### src/rtl/mem_stage.sv
// mem_stage: load/store unit between execute and writeback.
// Holds the pipeline while a data-memory request is outstanding.
module mem_stage #(
    parameter int ADDR_W = 32
) (
    input  logic              cpu_clk,
    input  logic              cpu_rst,
    input  logic              in_valid,
    input  logic [3:0]        mem_op,
    input  logic [ADDR_W-1:0] alu_c,
    input  logic [ADDR_W-1:0] rf_rD2,
    input  logic [4:0]        in_rd,
    input  logic              in_we,
    output logic              stall,
    output logic              dm_req,
    output logic              dm_we,
    output logic [ADDR_W-1:0] dm_addr,
    output logic [ADDR_W-1:0] dm_wdata,
    output logic [3:0]        dm_wstrb,
    input  logic              dm_ack,
    input  logic [ADDR_W-1:0] dm_rdata,
    output logic              out_valid,
    output logic [ADDR_W-1:0] out_data,
    output logic [4:0]        out_rd,
    output logic              out_we,
    output logic              misalign
);

    localparam logic [3:0] OP_LB  = 4'b0001;
    localparam logic [3:0] OP_LH  = 4'b0010;
    localparam logic [3:0] OP_LW  = 4'b0011;
    localparam logic [3:0] OP_LBU = 4'b0100;
    localparam logic [3:0] OP_LHU = 4'b0101;
    localparam logic [3:0] OP_SB  = 4'b1001;
    localparam logic [3:0] OP_SH  = 4'b1010;
    localparam logic [3:0] OP_SW  = 4'b1011;

    typedef enum logic {IDLE, BUSY} state_t;
    state_t state, state_nx;

    logic [3:0]        op_q;
    logic [ADDR_W-1:0] addr_q;
    logic [ADDR_W-1:0] sdata_q;
    logic [4:0]        rd_q;
    logic              we_q;

    logic              is_acc;
    logic              is_mis;
    logic              accept;
    logic [1:0]        off;
    logic [7:0]        lbyte;
    logic [15:0]       lhalf;
    logic [ADDR_W-1:0] ldata;

    always_comb begin
        is_acc = 1'b0;
        is_mis = 1'b0;
        unique case (mem_op)
            OP_LB, OP_LBU, OP_SB: is_acc = 1'b1;
            OP_LH, OP_LHU, OP_SH: begin
                is_acc = 1'b1;
                is_mis = alu_c[0];
            end
            OP_LW, OP_SW: begin
                is_acc = 1'b1;
                is_mis = |alu_c[1:0];
            end
            default: ;
        endcase
    end

    assign accept = (state == IDLE) && in_valid;

    always_ff @(posedge cpu_clk) begin
        if (cpu_rst) state <= IDLE;
        else         state <= state_nx;
    end

    always_comb begin
        state_nx = state;
        unique case (state)
            IDLE: if (accept && is_acc && !is_mis) state_nx = BUSY;
            BUSY: if (dm_ack) state_nx = IDLE;
        endcase
    end

    // Only aligned accesses reach BUSY, so op_q[3] alone marks a store there.
    always_comb begin
        stall    = (state == BUSY);
        dm_req   = (state == BUSY);
        dm_we    = (state == BUSY) && op_q[3];
        dm_addr  = '0;
        dm_wdata = '0;
        dm_wstrb = 4'b0000;
        if (state == BUSY) begin
            dm_addr = {addr_q[ADDR_W-1:2], 2'b00};
            if (op_q[3]) begin
                unique case (op_q[1:0])
                    2'b01: begin
                        dm_wdata = {4{sdata_q[7:0]}};
                        dm_wstrb = 4'b0001 << off;
                    end
                    2'b10: begin
                        dm_wdata = {2{sdata_q[15:0]}};
                        dm_wstrb = 4'b0011 << off;
                    end
                    default: begin
                        dm_wdata = sdata_q;
                        dm_wstrb = 4'b1111;
                    end
                endcase
            end
        end
    end

    assign off   = addr_q[1:0];
    assign lhalf = off[1] ? dm_rdata[31:16] : dm_rdata[15:0];

    always_comb begin
        unique case (off)
            2'd0: lbyte = dm_rdata[7:0];
            2'd1: lbyte = dm_rdata[15:8];
            2'd2: lbyte = dm_rdata[23:16];
            default: lbyte = dm_rdata[31:24];
        endcase
    end

    always_comb begin
        unique case (op_q)
            OP_LB:   ldata = {{(ADDR_W-8){lbyte[7]}}, lbyte};
            OP_LBU:  ldata = {{(ADDR_W-8){1'b0}}, lbyte};
            OP_LH:   ldata = {{(ADDR_W-16){lhalf[15]}}, lhalf};
            OP_LHU:  ldata = {{(ADDR_W-16){1'b0}}, lhalf};
            default: ldata = dm_rdata;
        endcase
    end

    always_ff @(posedge cpu_clk) begin
        if (cpu_rst) begin
            op_q      <= 4'b0000;
            addr_q    <= '0;
            sdata_q   <= '0;
            rd_q      <= 5'd0;
            we_q      <= 1'b0;
            out_valid <= 1'b0;
            out_data  <= '0;
            out_rd    <= 5'd0;
            out_we    <= 1'b0;
            misalign  <= 1'b0;
        end else begin
            out_valid <= 1'b0;
            misalign  <= 1'b0;
            if (accept) begin
                op_q    <= mem_op;
                addr_q  <= alu_c;
                sdata_q <= rf_rD2;
                rd_q    <= in_rd;
                we_q    <= in_we;
                if (!is_acc) begin
                    out_valid <= 1'b1;
                    out_data  <= alu_c;
                    out_rd    <= in_rd;
                    out_we    <= in_we;
                end else if (is_mis) begin
                    out_valid <= 1'b1;
                    misalign  <= 1'b1;
                    out_data  <= alu_c;
                    out_rd    <= in_rd;
                    out_we    <= 1'b0;
                end
            end else if (state == BUSY && dm_ack) begin
                out_valid <= 1'b1;
                out_data  <= op_q[3] ? addr_q : ldata;
                out_rd    <= rd_q;
                out_we    <= we_q && !op_q[3];
            end
        end
    end

endmodule

### config.mk
export PLATFORM = sky130hd
export DESIGN_NAME = mem_stage
export DESIGN_NICKNAME = d
export VERILOG_FILES = /design/src/rtl/mem_stage.sv
export SDC_FILE = /design/constraint.sdc
export NUM_CORES = 1
export LEC_CHECK = 0
export ABC_AREA = 1
export CAP_MARGIN = 20
export CORE_ASPECT_RATIO = 0.8
export CORE_UTILIZATION = 38
export CTS_BUF_LIST = sky130_fd_sc_hd__clkbuf_4
export DETAILED_ROUTE_END_ITERATION = 16
export PLACE_DENSITY_LB_ADDON = 0.15
export SLEW_MARGIN = 20
export SYNTH_ARGS = -nofsm -noshare
export SYNTH_HDL_FRONTEND = slang
export SYNTH_SLANG_ARGS = --single-unit
### constraint.sdc
create_clock -name cpu_clk -period 1.5 [get_ports cpu_clk]
set_clock_uncertainty 0.05 [all_clocks]
set_input_delay 0.15 -clock cpu_clk [delete_from_list [all_inputs] [get_ports cpu_clk]]
set_output_delay 0.15 -clock cpu_clk [all_outputs]
set_load 0.005 [all_outputs]
==> impl_metrics.toml <==
[outcome]
status = "finished with violations"
violations = "negative setup slack"

[placed_design]
gp_congestion = 0.9200
port_buffers = 218
dp.cells = 1516
dp_worst_setup_slack_ns = -0.5933
dp_hpwl_mm = 16.70
place_area_um2 = 9524

[die]
rows = 42
die_w_um = 147.1
core_area_um2 = 16500
io_pins = 221
die_y_um = 118.1
start_util_pct = 38.80
dieArea_um2 = 17370

[drt]
wl_per_cell_um = 20.02
routed_wl_mm = 33.31
vias = 8960
initialDrtViolationCount = 747
dr.pass1.iters = 6
ant_nets = 0
drcViolationCount = 0
vias_per_cell = 5.385

[setup_path]
critPathRequiredTime_ns = 1.30
crit_type = "flop to primary output"
crit_path_start_kind = "flop"
cp_max_fo = 8
crit_path_end_kind = "primary output"
crit_arrival_ns = 2.04

[clock_tree]
cts_tree = "done"
cts_sinks = 115
cts_buffers = 17
cts_root_buf = "clkbuf_4"
cts-htree-levels = 4
cts_max_path_buffers = 2
insertion_delay_ns = 0.61
clkTransAtPathRegs_ns = 0.13

[synth]
ys_seq_elements = 115
yosys_warnings = 0
netlist.area_leader.share_pct = 35.96
synth_most_common_cell = "nand2_1"
synth.top_cells.by_count = "nand2_1 (327), inv_1 (125), nor2_1 (121), dfxtp_1 (115), a21oi_1 (95)"
async_reset_ff_share_pct = 0
yosys.cell_types.count = 36
syn_area_um2 = 6402
synth_flop_cell = "dfxtp_1"
ys_top_cells_by_area = "dfxtp_1 (36%), nand2_1 (19%), a21oi_1 (7.4%)"
synth-edff-count = 0
synth_top_cell_by_area = "dfxtp_1"
syn_inst = 1031
syn_area_per_cell_um2 = 6.210
synth-seq-area-share_pct = 35.96

[finish]
instances_no_fill = 1664
num-fill-cells = 949
syn_to_final_growth_pct = 109.9
final_core_util_pct = 81.43
finalInstanceArea_um2 = 13440
nets = 1543
drive_gt1_share_pct = 52.81

[global_routing]
grt_pass1_vias = 7871
grt_pass1_wl_mm = 42.37
grt_usage_pct = 31.58
grt-ovfl-total = 0
grt_max_degree = 48
antenna_found_initial = 1

[timing]
hold_viol = 0
setup_tns_ns = -59.79
period_minus_slack_ns = 2.243
fin_ws_ns = -0.7426
post-route-period-util_pct = 149.5
rsz0062_at_grt = "true"
fmax_mhz = 445.9
report.final.slew_viol_count = 0
finalSetupViolCount = 180

[job]
maxCapViolations = 0

[power]
peakVddDrop_uv = 609.2
p_sw_w = 0.004115
pwr-share-seq_pct = 32.2
switching_share_pct = 37.26
clock_power_share_pct = 23.9
comb_power_share_pct = 43.9
p_int_w = 0.006929
p_leak_nw = 6.997
powerDensity_nw_per_um2 = 821.9

[worst_hold_path]
min-delay-path-class = "primary input to flop"
cell families after synthesis:
logic type,after synthesis,synth area share [%]
other cells,1,0.05857
buf+inv,195,12.94
flops,115,35.96
simple gates,512,32.77
compound gates,205,17.69
fa+ha+maj,3,0.5863
cells in the final DEF (no fill, tap or decap), drive strengths merged:
cell type / Yosys / routed
a211oi: 1 / 1
a21boi: 1 / 1
a21oi: 99 / 99
a31oi: 1 / 1
buf: 37 / 271
bufinv: 0 / 3
clkbuf: 26 / 38
clkdlybuf4s50: 0 / 108
clkinv: 2 / 10
clkinvlp: 0 / 1
conb: 1 / 2
dfxtp: 115 / 115
diode: 0 / 1
dlygate4sd3: 0 / 1
dlymetal6s2s: 0 / 40
ha: 3 / 3
inv: 130 / 133
nand2: 332 / 333
nand3: 32 / 32
nand3b: 2 / 2
nand4: 7 / 7
nor2: 123 / 123
nor4: 1 / 1
o211ai: 7 / 7
o21ai: 80 / 80
o22ai: 8 / 8
o31ai: 8 / 8
or2: 15 / 15
path summary, 6_finish.rpt:
check | startpoint | end | slack, ns | cells after the start
worst max register to register | op_q[1]$_SDFFE_PP0P_ | out_data[28]$_SDFFE_PP0P_ | -0.49 | 13
worst min register to register | out_rd[4]$_SDFFE_PP0P_ | out_rd[4]$_SDFFE_PP0P_ | 0.43 | 2
worst min-delay path | alu_c[20] | addr_q[20]$_SDFFE_PP0P_ | 0.08 | 3
worst max-delay path | op_q[0]$_SDFFE_PP0P_ | dm_wdata[18] | -0.74 | 6
power groups by stage:
stage | combinational (W) | sequential (W) | clock [W]
global route | 0.00508 | 0.00358 | 0.00279
floorplan | 0.00133 | 0.00352 | 0
finish | 0.00485 | 0.00356 | 0.00263
detailed placement | 0.00268 | 0.00354 | 0
CTS | 0.00370 | 0.00349 | 0.00260
global placement | 0.00266 | 0.00354 | 0
timing repair:
| item | in CTS | in global routing |
|---|---|---|
| hold buffers | 1 | 0 |
| cloned | 18 | 17 |
| resized for setup | 527 | 536 |
| pin swaps | 48 | 111 |
| buffers inserted | 62 | 38 |
| setup endpoints to repair | 148 | 224 |
| hold endpoints to repair | 32 | 0 |
layout make-up:
class                   instances  area, um^2  area share, %
multi-input cells             723        5064          37.69
repair buffers                441        4873          36.27
flip-flops and latches        115        2350          17.49
inverters                     132       563.0          4.190
well taps                     220       275.3          2.049
clock inverters                15       181.4          1.350
clock buffers                  17       127.6         0.9498
diodes                          1       2.502        0.01862
sequential cells by signal (all words and copies together) (netlist names):
name / count
addr_q: 32
dm_req: 1
misalign: 1
op_q: 4
out_data: 32
out_rd: 5
out_valid: 1
out_we: 1
rd_q: 5
sdata_q: 32
we_q: 1
routing by layer:
metal  vias to the layer above  global-route usage (%)  part of all wire [%]
met5                         -                       0                     0
met4                         0                   11.47                   5.1
met3                       155                   7.171                   8.8
met2                       559                   49.06                    47
met1                      4196                   42.62                    39
li1                       4050                       -                     -
stage by stage:
step	hold slack, ns	power (W)
after global placement	0.4089	0.006195
after detailed placement	0.4129	0.006223
after CTS	0.06652	0.009784
final	0.07826	0.01104
after floorplan	0.2438	0.004853
after global routing	0.07772	0.01145
worst max-delay path, cell delays in order, from the launching register on:
cell	delay (ns)
dfxtp_2	0.37
inv_4	0.06
ha_4	0.33
buf_6	0.13
o21ai_4	0.09
o31ai_1	0.26
buf_2	0.20
Power figures use the tool's default switching activity.
